[src/rtl/clk_div_prog.sv]
// Multi-channel programmable clock/tick divider with glitch-free divisor updates.
// Each channel yields a ~50% duty divided clock and a one-cycle tick per period.
module clk_div_prog #(
  parameter int unsigned N_CH    = 4,
  parameter int unsigned CH_W    = 2,
  parameter int unsigned DIV_W   = 27,
  parameter int unsigned DEF_DIV = 100_000_000
) (
  input  logic              clk,
  input  logic              resetn,
  input  logic [N_CH-1:0]   en,
  input  logic              cfg_wr,
  input  logic [CH_W-1:0]   cfg_ch,
  input  logic [DIV_W-1:0]  cfg_div,
  output logic [N_CH-1:0]   cfg_pend,
  output logic [N_CH-1:0]   clk_out,
  output logic [N_CH-1:0]   tick
);

  localparam logic [DIV_W-1:0] DIV_RST = DIV_W'(DEF_DIV);
  localparam logic [DIV_W-1:0] ONE     = DIV_W'(1);

  for (genvar i = 0; i < N_CH; i++) begin : g_ch
    logic [DIV_W-1:0] cnt_q;
    logic [DIV_W-1:0] div_q;
    logic [DIV_W-1:0] pdiv_q;
    logic             pend_q;
    logic             clk_q;
    logic             tick_q;

    logic [DIV_W-1:0] cnt_nxt;
    logic [DIV_W-1:0] half;
    logic             wr_hit;
    logic             stall;
    logic             run;
    logic             wrap;
    logic             boundary;

    // Channel decode: out-of-range cfg_ch never matches any channel index.
    assign wr_hit   = cfg_wr && (cfg_ch == CH_W'(i));
    assign stall    = (div_q == '0);
    assign run      = en[i] && !stall;
    assign wrap     = run && (cnt_q == div_q - ONE);
    assign cnt_nxt  = wrap ? '0 : cnt_q + ONE;
    // High length rounds up so odd divisors are high one cycle longer.
    assign half     = (div_q >> 1) + {{(DIV_W-1){1'b0}}, div_q[0]};
    assign boundary = wrap || !en[i] || stall;

    always_ff @(posedge clk or negedge resetn) begin
      if (!resetn) begin
        cnt_q  <= '0;
        div_q  <= DIV_RST;
        pdiv_q <= DIV_RST;
        pend_q <= 1'b0;
        clk_q  <= 1'b0;
        tick_q <= 1'b0;
      end else begin
        if (pend_q && boundary) begin
          // Apply consumes the previously pending value; a same-edge write re-arms pend.
          div_q  <= pdiv_q;
          cnt_q  <= '0;
          tick_q <= wrap;
          clk_q  <= wrap && (pdiv_q != '0);
          pend_q <= wr_hit;
        end else begin
          if (stall) begin
            cnt_q  <= '0;
            clk_q  <= 1'b0;
            tick_q <= 1'b0;
          end else if (!en[i]) begin
            tick_q <= 1'b0;
          end else begin
            cnt_q  <= cnt_nxt;
            tick_q <= wrap;
            clk_q  <= (cnt_nxt < half);
          end
          if (wr_hit) pend_q <= 1'b1;
        end
        if (wr_hit) pdiv_q <= cfg_div;
      end
    end

    assign cfg_pend[i] = pend_q;
    assign clk_out[i]  = clk_q;
    assign tick[i]     = tick_q;
  end

endmodule

[config.mk]
export PLATFORM = sky130hd
export DESIGN_NAME = clk_div_prog
export DESIGN_NICKNAME = d
export VERILOG_FILES = /design/src/rtl/clk_div_prog.sv
export SDC_FILE = /design/constraint.sdc
export NUM_CORES = 1
export LEC_CHECK = 0
export ABC_AREA = 1
export ABC_CLOCK_PERIOD_IN_PS = 4440
export CAP_MARGIN = 10
export CORE_ASPECT_RATIO = 0.75
export CORE_MARGIN = 1.5
export CORE_UTILIZATION = 35
export CTS_CLUSTER_SIZE = 40
export DETAILED_ROUTE_END_ITERATION = 16
export DONT_BUFFER_PORTS = 1
export PLACE_DENSITY = 0.46
export SKIP_LAST_GASP = 1
export SYNTH_ARGS = -nofsm -noshare
export SYNTH_HDL_FRONTEND = slang
export SYNTH_SLANG_ARGS = --single-unit
export TNS_END_PERCENT = 5
[constraint.sdc]
create_clock -name clk -period 4.44 [get_ports clk]
set_input_delay 1.11 -clock clk [delete_from_list [all_inputs] [get_ports clk]]
set_output_delay 1.11 -clock clk [all_outputs]
set_load 0.01 [all_outputs]
# After elaboration in Yosys (flattened, before gate mapping)
# Index checks and enable logic that the tools add are counted.
# totals
out_inout_bits	12
wordCells	148
reg_bits	336
input_bits	36
# classes
addsub	12
n_eq_ne	7
n_mux	48
reduce_logical	53
order_cmp	4
# ops
operator	count
2-to-1 mux 27 bit	16
adder 26 x 1 -> 27 bit	4
adder 27 x 1 -> 27 bit (second input constant)	4
equality test 27 bit	4
logical NOT 27 bit	4
< comparator 27 bit	4
nonzero test 27 bit	4
subtractor 27 x 1 -> 27 bit (second input constant)	4
2-to-1 mux 1 bit	32
logical AND 1 bit	20
nonzero test 3 bit	4
logical NOT 1 bit	8
logical OR 1 bit	8
nonzero test 2 bit	4
equality test 2 bit (second input constant)	2
equality test 2 x 1 -> 1 bit (second input constant)	1
logical NOT 2 bit	1

# Depth between registers and ports, before layout
# Gate-level depths: netlist of the first run.
# logic_depth
word_depth	9
ltp_mapped	29
depth_no_buf	28

# Worst setup path after synthesis of the first run
# OpenSTA, ideal clock, no wires.
# synth_timing
path_type	reg-to-reg
startpoint	reg g_ch[0].div_q[0]
endpoint	reg g_ch[0].clk_q
path_buffers	0
setup_time_ns	0.120
slack_ns	0.814
arrival_time_ns	3.506
synth_period_minus_slack_ns	3.626
required_ns	4.320
stages_incl_launch_ff	25
cell_sequence	dfrtp_1 ha_1 ha_1 nand3_1 nor2_1 nand2_1 nor3_2 nand2_1 nor2_1 nand3_2 nor3b_2 nand4_2 nor2_1 nand2_1 nor2_1 inv_1 nor2_1 a21oi_1 ha_1 nand2_1 or4_1 nor4_1 nand2_1 nand2_1 a21oi_1
# synth_via
elab_chain_len	9
word_cells_on_any_way	17
cone_classes	add/sub: 2; order compare: 1; eq/ne: 1; mux: 4; reduce/logical: 9
# synth_lines
item	line_no	text
start, declared	25	logic [DIV_W-1:0] div_q;
start signal, assigned	60	div_q <= pdiv_q;
branches (longest 9 deep; another with subtractor 27 x 1 -> 27 bit)	n/a	
end signal, assigned	63	clk_q <= wrap && (pdiv_q != '0);
end signal, assigned	75	clk_q <= (cnt_nxt < half);
end, declared	28	logic clk_q;
# Several ways; the timed one is not identified. The select of a mux whose other input is x is not followed.
# A chain may end at the register's enable or synchronous reset.

# Final worst setup path of the first run
# layout_timing
startpoint	reg g_ch[2].div_q[1]
endpoint	reg g_ch[2].clk_q
# layout_via
elab_chain_len	9
word_cells_on_any_way	17
cone_classes	add/sub: 2; order compare: 1; eq/ne: 1; mux: 4; reduce/logical: 9
# layout_lines
item	line_no
start, declared	25
start signal, assigned	60
branches (longest 9 deep; another with subtractor 27 x 1 -> 27 bit)	n/a
end signal, assigned	63
end signal, assigned	75
end, declared	28
# Several ways; the timed one is not identified. The select of a mux whose other input is x is not followed.

==> out/results.tsv, run 1 <==
metric	value	unit
syn-num-nets	3764	
grt_start_max_net_pins	337	
grt-ovfl-total	0	
postPlaceCellArea	26700	um^2
report.final.slew_viol_count	43	
hold_viol_final	0	
setup_viol	0	
path_clk_slew	60	ps
syn_area	25800	um^2
cp_data_required_time	4910	ps
tritoncts	done	
multiInputGateArea	14800	um^2
power.switching	0.00489	W
cts_buffers	41	
drt-wirelength-per-cell	17.8	um
hold_buffers	0	
portBuffers	0	
die_height	238	um
max_cap_viol_count	0	
yosys_register_bits	336	
clock-root-buffer	clkbuf_16	
fillers	7719	
antenna_cells	0	
yosysWarnings	0	
post_synth.cell_area_avg	7.16	um^2
holdWs	246	ps
clkPwrFrac	31.3	%
h-tree-depth	2	
drive_above_1_share	12.5	%
sw_frac_of_total	39.4	%
synth-edff-count	0	
start_kind	flip-flop	
place_ws	140	ps
synthFlopType	dfrtp_1	
seqPwrFrac	36.2	%
finish.net_count	3725	
drt-initial-drc-count	1685	
grt_setup_unrepaired	yes	
post-route-util	39.2	%
crit_type	reg2reg	
die_w	316	um
syn_to_final_growth	9.87	%
gp_congestion	0.931	
internal_power	0.00751	W
ant_nets	0	
crit_fanout	4	
viasPerCell	5.00	
ys_types	62	
hold_path_class	in2async	
setup_slack	360	ps
arrival	4550	ps
clock_sinks	336	
period_share	91.9	%
wl	81300	um
drcViolationCount	0	
violations	slew limit	
clock.fmax	245	MHz
die_area	75400	um^2
syn_inst	3604	
grt_pass1_vias	22000	
gr-usage-all-layers	22.0	%
clk_latency	600	ps
power_per_cell_area	438	nW/um^2
design_area	28300	um^2
status	complete, but fails checks	
crit_top_cell	nand4_1	
grt_pass1_wl	129000	um
vias	22800	
boundaryPins	48	
period_needed	4080	ps
power.leakage	13.6	nW
endpoint_kind	flip-flop	
fp-row-count	85	
peakVddDrop	309	uV
tightestPinTransition	1550	ps
slew-limit-headroom	-3.05	%
finalSetupTns	0	ps
slowest_delay	400	ps
async_reset_ff_share	100	%
ff_latch_area	8530	um^2
antenna_found_initial	3	
dr.pass1.iters	5	
comb_power_share	32.4	%
yosysSeqAreaShare	33.1	%
slowest_stage	dfrtp_1	
dp_hpwl	63200	um
core	72300	um^2
initial_core_util	35.7	%
cts.path.max_buffers	3	
worstPathCellList	ha_2 > ha_1 > nand3_2 > nor2_1 > nand2_1 > nor3_2 > nand3_2 > nor3_4 > nand4_1 > nor2_2 > nand2_2 > nor3_4 > nand4_1 > nand3b_1 > ha_1 > nand4_1 > or3_4 > a21oi_2 > nor4b_2 > nand2_1 > a21oi_1	
fin_skew	24.2	ps
critical path, delay by kind of cell, from the launching register on:
kind | cells | cell delay (ps)
flip-flops | 1 | 400
AND/OR/NAND/NOR | 16 | 2570
adder cells (fa/ha/maj) | 3 | 740
AO/OA/AOI/OAI | 2 | 240
routing by layer:
| metal | global-route usage (%) | wire length, um | vias to the layer above |
|---|---|---|---|
| met4 | 4.76 | 1540 | 0 |
| met1 | 35.0 | 43100 | 10500 |
| li1 | - | - | 11600 |
| met3 | 3.14 | 4640 | 86 |
| met5 | 0 | 0 | - |
| met2 | 30.6 | 32000 | 527 |
cells in the final DEF, fill, tap and decap left out, types with 29 or more instances in the layout:
cell type  netlist  final
a21oi_1        114    113
buf_4           16     47
clkbuf_16        0     43
dfrtp_1        240    240
dfstp_2         96     96
ha_1           124    122
inv_1          499    498
nand2_1        837    834
nand3_1        213    208
nand4_1         83     83
nor2_1         359    353
nor2_2          46     50
nor3_1          38     35
nor4_1          29     29
o21ai_0        172    172
o21ai_1         43     43
o22ai_1         95     95
or2_2           56     56
xnor2_1         39     39
xor2_1         185    185
worst paths after layout:
| check | slack [ps] | to | cells past startpoint | startpoint |
|---|---|---|---|---|
| hold / removal | 250 | g_ch[2].cnt_q[12] | 0 | resetn |
| hold reg to reg | 480 | g_ch[0].pdiv_q[11] | 2 | g_ch[0].pdiv_q[11] |
| max in group asynchronous | 2970 | g_ch[1].div_q[10] | 0 | resetn |
| setup reg to reg | 360 | g_ch[2].clk_q | 21 | g_ch[2].div_q[1] |
| min in group clk | 480 | g_ch[0].pdiv_q[11] | 2 | g_ch[0].pdiv_q[11] |
| setup / recovery | 360 | g_ch[2].clk_q | 21 | g_ch[2].div_q[1] |
cells by family (layout without fill, tap and decap cells):
logic type | after synthesis | count (layout) | synth area share (%)
AOI/OAI and AO/OA | 471 | 471 | 10.2
xor gates and xnor gates | 228 | 228 | 7.95
buffers and inverters | 635 | 629 | 10.0
muxes | 5 | 5 | 0.247
and+or+nand+nor | 1805 | 1805 | 32.6
adders and majority gates | 124 | 124 | 6.01
DFF | 336 | 336 | 33.1
layout make-up:
| cell class | count | share of cell area, % |
|---|---|---|
| clock buffers | 52 | 4.02 |
| flip-flops and latches | 336 | 30.1 |
| clock inverters | 24 | 1.41 |
| repair buffers | 47 | 1.24 |
| well taps | 957 | 4.22 |
| multi-input cells | 2633 | 52.3 |
| inverters | 506 | 6.71 |
power groups by stage:
stage                     sequential [W]  combinational (W)  clock (W)
final                            0.00449            0.00402    0.00388
after global routing             0.00459            0.00463    0.00412
after CTS                        0.00449            0.00400    0.00399
after detailed placement         0.00454            0.00398          0
after global placement           0.00455            0.00401          0
after floorplan                  0.00407            0.00329          0
what timing repair did:
item | in CTS | in global routing
setup buffers | 0 | 2
gates resized for setup | 0 | 28
setup endpoints to repair | 0 | 3
state kept, by name, indices dropped and copies added, names as in the netlist:
signal and cells:
g_ch.div_q 108, g_ch.tick_q 4, g_ch.clk_q 4, g_ch.pend_q 4
g_ch.pdiv_q 108, g_ch.cnt_q 108
synth_stat cells, types with 16 or more instances:
library cell,instances,area share [%]
a21oi_1,114,2.2
buf_2,48,0.93
buf_4,16,0.47
clkbuf_1,51,0.74
dfrtp_1,240,23
dfstp_2,96,9.8
ha_1,124,6.0
inv_1,499,7.3
nand2_1,837,12
nand2_2,22,0.53
nand3_1,213,4.1
nand3b_1,20,0.58
nand4_1,83,2.0
nor2_1,359,5.2
nor2_2,46,1.1
nor2_4,18,0.79
nor3_1,38,0.74
nor3_2,24,0.93
nor4_1,29,0.70
o21ai_0,172,3.3
o21ai_1,43,0.83
o22ai_1,95,2.3
or2_2,56,1.4
xnor2_1,39,1.3
xor2_1,185,6.3
through the flow:
stage / total power (W) / std cells
2_1_floorplan: 0.00736 / 3604
3_3_place_gp: 0.00855 / 4477
3_5_place_dp: 0.00852 / 4477
4_1_cts: 0.0125 / 4553
5_1_grt: 0.0133 / 4555
6_report: 0.0124 / 4555
Power figures use the tool's default switching activity.
==> run 2, diff against run 1 <==
--- a/config.mk
+++ b/config.mk
@@ -6,5 +6,4 @@
 export NUM_CORES = 1
 export LEC_CHECK = 0
-export ABC_AREA = 1
 export ABC_CLOCK_PERIOD_IN_PS = 4440
 export CAP_MARGIN = 10
==> constraint.sdc (replaced) <==
create_clock -name clk -period 4.44 [get_ports clk]
set_input_delay 0.444 -clock clk [delete_from_list [all_inputs] [get_ports clk]]
set_output_delay 0.444 -clock clk [all_outputs]
set_load 0.01 [all_outputs]
==> run 2 against run 1 <==
Effect of this change: the run ends with hold timing, setup timing left; hold slack got worse by 670 ps; sequential power hardly changed; first-iteration DRC count is 19% lower; non-clock buffer count is 301 higher; cell count is 15% lower; clock power is 9.3% lower; final area increased by 5.4%; core utilization grew 3.1 points; area after synthesis decreased by 2.5%; global-route usage decreased by 0.60 points.
==> out/results.tsv, run 2 <==
metric	value	unit	change
crit_type	reg2reg		
synthFlopType	dfrtp_1		
synth-edff-count	0		unchanged
synth_top_area_share	23.9	%	+0.60 points
layout_common_cells	buf_4 (317), dfrtp_1 (240), nor2_1 (237)		
power_per_cell_area	467	nW/um^2	+6.8%
portBuffers	0		unchanged
peakVddDrop	351	uV	+14%
postPlaceCellArea	28000	um^2	+4.9%
synth_area_leaders	dfrtp_1 (24%), dfstp_2 (10%), mux2_2 (8.9%), xnor2_1 (6.3%), ha_1 (6.2%)		
core	70600	um^2	-2.3%
post-route-util	42.3	%	+3.1 points
endpoint_kind	flip-flop		
arrival	5370	ps	+820 ps
grt_pass1_wl	124000	um	-3.8%
boundaryPins	48		unchanged
hold_buffers	27		+27
syn_inst	2751		-24%
ant_nets	0		unchanged
synth.most_common_cell	dfrtp_1		
grt_start_max_net_pins	337		unchanged
gr-usage-all-layers	21.3	%	-0.60 points
worstPathCellList	inv_2 > ha_1 > or3b_4 > or3_1 > or4_1 > o31a_1 > nand4b_1 > nor4_4 > buf_4 > buf_4 > clkbuf_16 > nor2_1 > ha_1 > buf_4 > a21oi_1 > a21oi_1 > a211oi_1 > o211ai_1 > nor3b_1 > a21oi_1 > a31oi_1		
synth_top_cell_by_area	dfrtp_1		
r2r_cells	21		unchanged
design_area	29900	um^2	+5.4%
drt-initial-drc-count	1364		-19%
holdWs	-422	ps	-669 ps
clock.fmax	206	MHz	-16%
synth_top_family_by_area	simple AND/OR/NAND/NOR gates		
r2r-end	g_ch[3].clk_q		
largest_registers	g_ch.cnt_q: 108 flops, g_ch.div_q: 108 flops, g_ch.pdiv_q: 108 flops		
finalSetupTns	-1280	ps	-1280 ps
worstPathBufferInverterCount	5		+5
r2r_setup_slack	-410	ps	-770 ps
async_reset_ff_share	100	%	unchanged
tritoncts	done		
synth_mux_area_share	10.0	%	+9.8 points
yosys_register_bits	336		unchanged
yosys.area_share.adder	6.17	%	+0.16 points
syn-num-nets	2911		-23%
tightestPinTransition	1450	ps	-91.0 ps
clock_sinks	336		unchanged
yosysWarnings	0		unchanged
die_area	73500	um^2	-2.5%
crit_fanout	12		+8
drt-wirelength-per-cell	20.4	um	+14%
antenna_found_initial	18		+15
slowest_delay	470	ps	+70 ps
yosys.area_share.simple	22.4	%	-10 points
synth_common_cells	dfrtp_1 (240), nor2_1 (239), mux2_2 (198), clkbuf_1 (189), xnor2_1 (180)		
finish.net_count	3062		-18%
die_height	235	um	-1.2%
fin_skew	25.3	ps	+1.17 ps
cts_buffers	40		-2.4%
fp-row-count	84		-1.2%
gp_congestion	0.873		-6.2%
h-tree-depth	2		unchanged
slew-limit-headroom	3.01	%	+6.1 points
period_needed	4850	ps	+768 ps
hold_path_class	in2async		
violations	hold timing, setup timing		
hold_viol_final	242		+242
cts.path.max_buffers	3		unchanged
layout_commonest_cell	buf_4		
yosysSeqAreaShare	33.9	%	+0.85 points
syn_to_final_growth	18.7	%	
critPathTopFamily	simple AND/OR/NAND/NOR gates		
die_w	313	um	-1.3%
viasPerCell	5.53		+11%
synth_compound_area_share	11.8	%	+1.7 points
path_clk_slew	60	ps	about the same
setup_slack	-408	ps	-768 ps
r2r-start	g_ch[3].div_q[0]		
drive_above_1_share	26.1	%	+14 points
dp_hpwl	60400	um	-4.5%
wl	79400	um	-2.3%
start_kind	flip-flop		
period_share	109	%	+17 points
syn_area	25100	um^2	-2.5%
dr.pass1.iters	6		+1
grt-ovfl-total	0		unchanged
drcViolationCount	0		unchanged
report.final.slew_viol_count	0		-100%
place_ws	-603	ps	-743 ps
vias	21500		-5.5%
cp_data_required_time	4960	ps	+50 ps
clock-root-buffer	clkbuf_16		
setup_viol	4		+4
ys_types	75		+21%
status	complete, but fails checks		
clk_latency	600	ps	about the same
power.leakage	12.6	nW	-6.8%
initial_core_util	35.6	%	-0.063 points
max_cap_viol_count	0		unchanged
grt_setup_unrepaired	yes		
synth-xor-area-share	11.1	%	+3.2 points
post_synth.cell_area_avg	9.14	um^2	+28%
grt_pass1_vias	21100		-3.9%
slowest_stage	or4_1		
## run 2: cell count changes after synthesis, moves of 53 or more
cell      before  now
nand2_1      837  145
inv_1        499   44
mux2_2         1  198
xnor2_1       39  180
clkbuf_1      51  189
o21ai_0      172   49
nor2_1       359  239
o22ai_1       95    8
nand3_1      213  137
and3_1         1   62
a21o_1         0   53
## run 2: per-stage QoR
step,instances,power (W),hold slack (ps)
final,3889,0.0140,-422
after detailed placement,3772,0.0103,170
after global routing,3885,0.0149,-456
after floorplan,2751,0.00810,148
after global placement,3772,0.0102,170
after CTS,3874,0.0140,-463
## run 2: worst max path at each step
stage / startpoint / end / slack, ps / depth (start not counted)
after floorplan: g_ch[1].div_q[19] / g_ch[1].clk_q / -350 / 21
after global placement: g_ch[2].div_q[12] / g_ch[2].clk_q / -390 / 16
after detailed placement: g_ch[2].div_q[12] / g_ch[2].clk_q / -600 / 17
after CTS: g_ch[1].div_q[23] / g_ch[1].clk_q / -410 / 17
after global routing: g_ch[3].div_q[1] / g_ch[3].clk_q / -630 / 22
final: g_ch[3].div_q[0] / g_ch[3].clk_q / -410 / 21
## run 2: cell type report
class                   count  area [um^2]
repair buffers            348         2740
inverters                  44          165
clock buffers              55         1140
diodes                      9         22.5
multi-input cells        2132        15800
flip-flops and latches    336         8530
fillers                  7052        40800
well taps                 946         1180
clock inverters            19          250
## run 2: timing repair
action                     in CTS  in global routing
setup endpoints to repair       4                  4
buffers inserted                0                  5
gates resized for setup         4                 34
cloned                          1                  1
pin swaps                       2                 19
hold endpoints to repair      444                287
## run 2: kinds of logic (layout without fill, tap and decap cells)
| kind of cell | after synthesis | count (layout) |
|---|---|---|
| AO/OA/AOI/OAI | 413 | 413 |
| XOR/XNOR | 319 | 319 |
| adder cells (fa/ha/maj) | 124 | 124 |
| buffers and inverters | 284 | 466 |
| flip-flops | 336 | 336 |
| multiplexers | 224 | 224 |
| other | 0 | 9 |
| AND/OR/NAND/NOR | 1051 | 1052 |
## run 2: where the power goes
part / internal, W / switching (W)
clock: 0.00205 / 0.00147
combinational: 0.00285 / 0.00307
sequential: 0.00389 / 0.000621
total: 0.00879 / 0.00517
## run 2: per-layer routing
layer | part of all wire (%) | track usage [%] | vias to the layer above
met4 | 1.6 | 4.20 | 12
met2 | 42 | 31.6 | 438
met5 | 0.097 | 0 | -
met3 | 5.3 | 3.88 | 85
met1 | 51 | 32.1 | 10700
li1 | - | - | 10300
==> run 3, diff against run 2 <==
PLACE_DENSITY = default   (was 0.46)
==> run 3 against run 2 <==
Effect of this change: the run ends with hold timing, slew limit, setup timing left; cell count rose by 0.46%; maximum frequency rose by 1.3%; clock skew fell by 10 ps; register-to-register slack improved by 60 ps; highest routed layer unchanged; critical path depth fell by 4; global-route usage fell by 0.77 points; routed wire length fell by 3.0%; first-iteration DRC count rose by 11%; core utilization rose by 0.14 points; power fell by 0.94%; combinational power barely moved; final area rose by 0.33%.
==> out/results.tsv, run 3 (synthesis results as in run 2) <==
metric	value	unit	change
status	complete, but fails checks		
violations	hold timing, slew limit, setup timing		
clk_latency	570	ps	-30 ps
h-tree-depth	2		unchanged
antenna_found_initial	15		-3
die_w	313	um	unchanged
setup_viol	4		unchanged
period_needed	4790	ps	-61.8 ps
fin_skew	15.0	ps	-10.3 ps
wl	77000	um	-3.0%
viasPerCell	5.55		+0.22%
path_clk_slew	60	ps	about the same
stdcell_count	3907		+0.46%
worstPathCellList	or4_4 > or4b_4 > a2111oi_4 > o22ai_1 > a2111oi_1 > and4_2 > and2_4 > a21oi_1 > ha_1 > nand4_1 > nor2_2 > nand3_1 > or3_4 > a21oi_2 > or4_1 > o211ai_1 > mux2_4		
clock_sinks	336		unchanged
holdWs	-415	ps	+7.58 ps
layout_common_cells	buf_4 (321), dfrtp_1 (240), nor2_1 (235)		
crit_fanout	8		-4
design_area	30000	um^2	+0.33%
grt_pass1_vias	21600		+2.2%
initial_core_util	35.6	%	unchanged
critPathTopFamily	simple AND/OR/NAND/NOR gates		
postPlaceCellArea	28000	um^2	about the same
dp_hpwl	57500	um	-4.8%
cts_buffers	38		-5.0%
power_per_cell_area	462	nW/um^2	-1.3%
syn_to_final_growth	19.1	%	
tightestPinTransition	2290	ps	+834 ps
drt-wirelength-per-cell	19.7	um	-3.4%
grt-ovfl-total	0		unchanged
grt_start_max_net_pins	337		unchanged
worstPathBufferInverterCount	0		-5
die_area	73500	um^2	unchanged
cp_data_required_time	4880	ps	-80 ps
setup_slack	-346	ps	+61.8 ps
vias	21700		+0.69%
period_share	108	%	-1.4 points
tritoncts	done		
grt_setup_unrepaired	yes		
post-route-util	42.4	%	+0.14 points
grt_pass1_wl	122000	um	-2.1%
fp-row-count	84		unchanged
peakVddDrop	295	uV	-16%
portBuffers	0		unchanged
gp_congestion	0.902		+3.3%
largest_registers	g_ch.cnt_q: 108 flops, g_ch.div_q: 108 flops, g_ch.pdiv_q: 108 flops		
max_cap_viol_count	0		unchanged
endpoint_kind	flip-flop		
die_height	235	um	unchanged
cts.path.max_buffers	3		unchanged
dpl.cell_count	3776		+0.11%
arrival	5230	ps	-140 ps
crit_type	reg2reg		
drt-initial-drc-count	1510		+11%
dr.pass1.iters	6		unchanged
hold_buffers	18		-33%
finalSetupTns	-1200	ps	+86.5 ps
power.total	0.0138	W	-0.94%
slew-limit-headroom	-52.6	%	-56 points
slowest_stage	or4b_4		
core	70600	um^2	unchanged
ant_nets	0		unchanged
slowest_delay	540	ps	+70 ps
hold_path_class	in2async		
power.leakage	12.6	nW	about the same
drcViolationCount	0		unchanged
fillers	6852		-2.8%
clock-root-buffer	clkbuf_16		
boundaryPins	48		unchanged
drive_above_1_share	26.6	%	+0.53 points
gr-usage-all-layers	20.6	%	-0.77 points
finish.net_count	3063		+0.033%
start_kind	flip-flop		
report.final.slew_viol_count	224		+224
clock.fmax	209	MHz	+1.3%
layout_commonest_cell	buf_4		
hold_viol_final	120		-50%
## run 3: changes by cell type in the layout (fill, tap and decap cells not counted), moves of 3 or more
| cell | delta |
|---|---|
| ha_1 | -4 |
| diode_2 | +20 |
| ha_2 | +4 |
| dlygate4sd3_1 | -9 |
| buf_4 | +4 |
| inv_6 | -3 |
| a2111oi_2 | -3 |
| buf_6 | +7 |
## run 3: path summary, 6_finish.rpt
| check | to | startpoint | slack (ps) | cells after the start |
|---|---|---|---|---|
| setup reg to reg | g_ch[1].clk_q | g_ch[1].div_q[19] | -350 | 17 |
| max in group asynchronous | g_ch[0].cnt_q[26] | resetn | 3060 | 0 |
| setup / recovery | g_ch[1].clk_q | g_ch[1].div_q[19] | -350 | 17 |
| hold / removal | g_ch[1].cnt_q[3] | resetn | -410 | 0 |
| hold reg to reg | g_ch[1].pdiv_q[17] | g_ch[1].pdiv_q[17] | 540 | 1 |
| min in group clk | g_ch[2].pdiv_q[6] | cfg_div[6] | 30 | 1 |
## run 3: area by class of cell
type,count,area [um^2],area share [%]
tap,946,1180,3.95
clock buffer,55,1140,3.80
sequential,336,8530,28.5
clock inverter,14,185,0.618
inverter,44,165,0.551
timing repair buffer,351,2780,9.28
multi-input combinational,2132,15900,53.1
antenna,29,72.6,0.242
## run 3: what timing repair did
item,4_1_cts,5_1_grt
setup endpoints to repair,4,4
buffers inserted,10,3
cloned,4,0
resized for setup,40,18
endpoints found under the hold margin,366,336
pin swaps,34,16
## run 3: per-layer routing
layer | part of all wire, % | global-route usage [%] | up-vias
met5 | 0.20 | 0 | -
met4 | 2.0 | 4.73 | 14
met3 | 8.1 | 5.99 | 113
met2 | 43 | 31.4 | 579
met1 | 47 | 28.6 | 10600
li1 | - | - | 10300
## run 3: worst register-to-register path, cell delays in order, from the launching register on
cell and delay, ps:
dfrtp_1 380, or4_4 530, or4b_4 540, a2111oi_4 390, o22ai_1 130, a2111oi_1 320
and4_2 320, and2_4 240, a21oi_1 70, ha_1 290, nand4_1 150, nor2_2 160
nand3_1 120, or3_4 410, a21oi_2 130, or4_1 130, o211ai_1 80, mux2_4 270
## run 3: report_power, final
group | internal [W] | switching [W] | leakage (nW)
combinational | 0.00289 | 0.00302 | 7.91
sequential | 0.00389 | 0.000642 | 4.08
clock | 0.00202 | 0.00137 | 0.643
## run 3: stage by stage
stage	setup slack, ps	hold slack (ps)
2_1_floorplan	-354	148
3_3_place_gp	-443	183
3_5_place_dp	-548	185
4_1_cts	-329	-417
5_1_grt	-590	-445
6_report	-346	-415
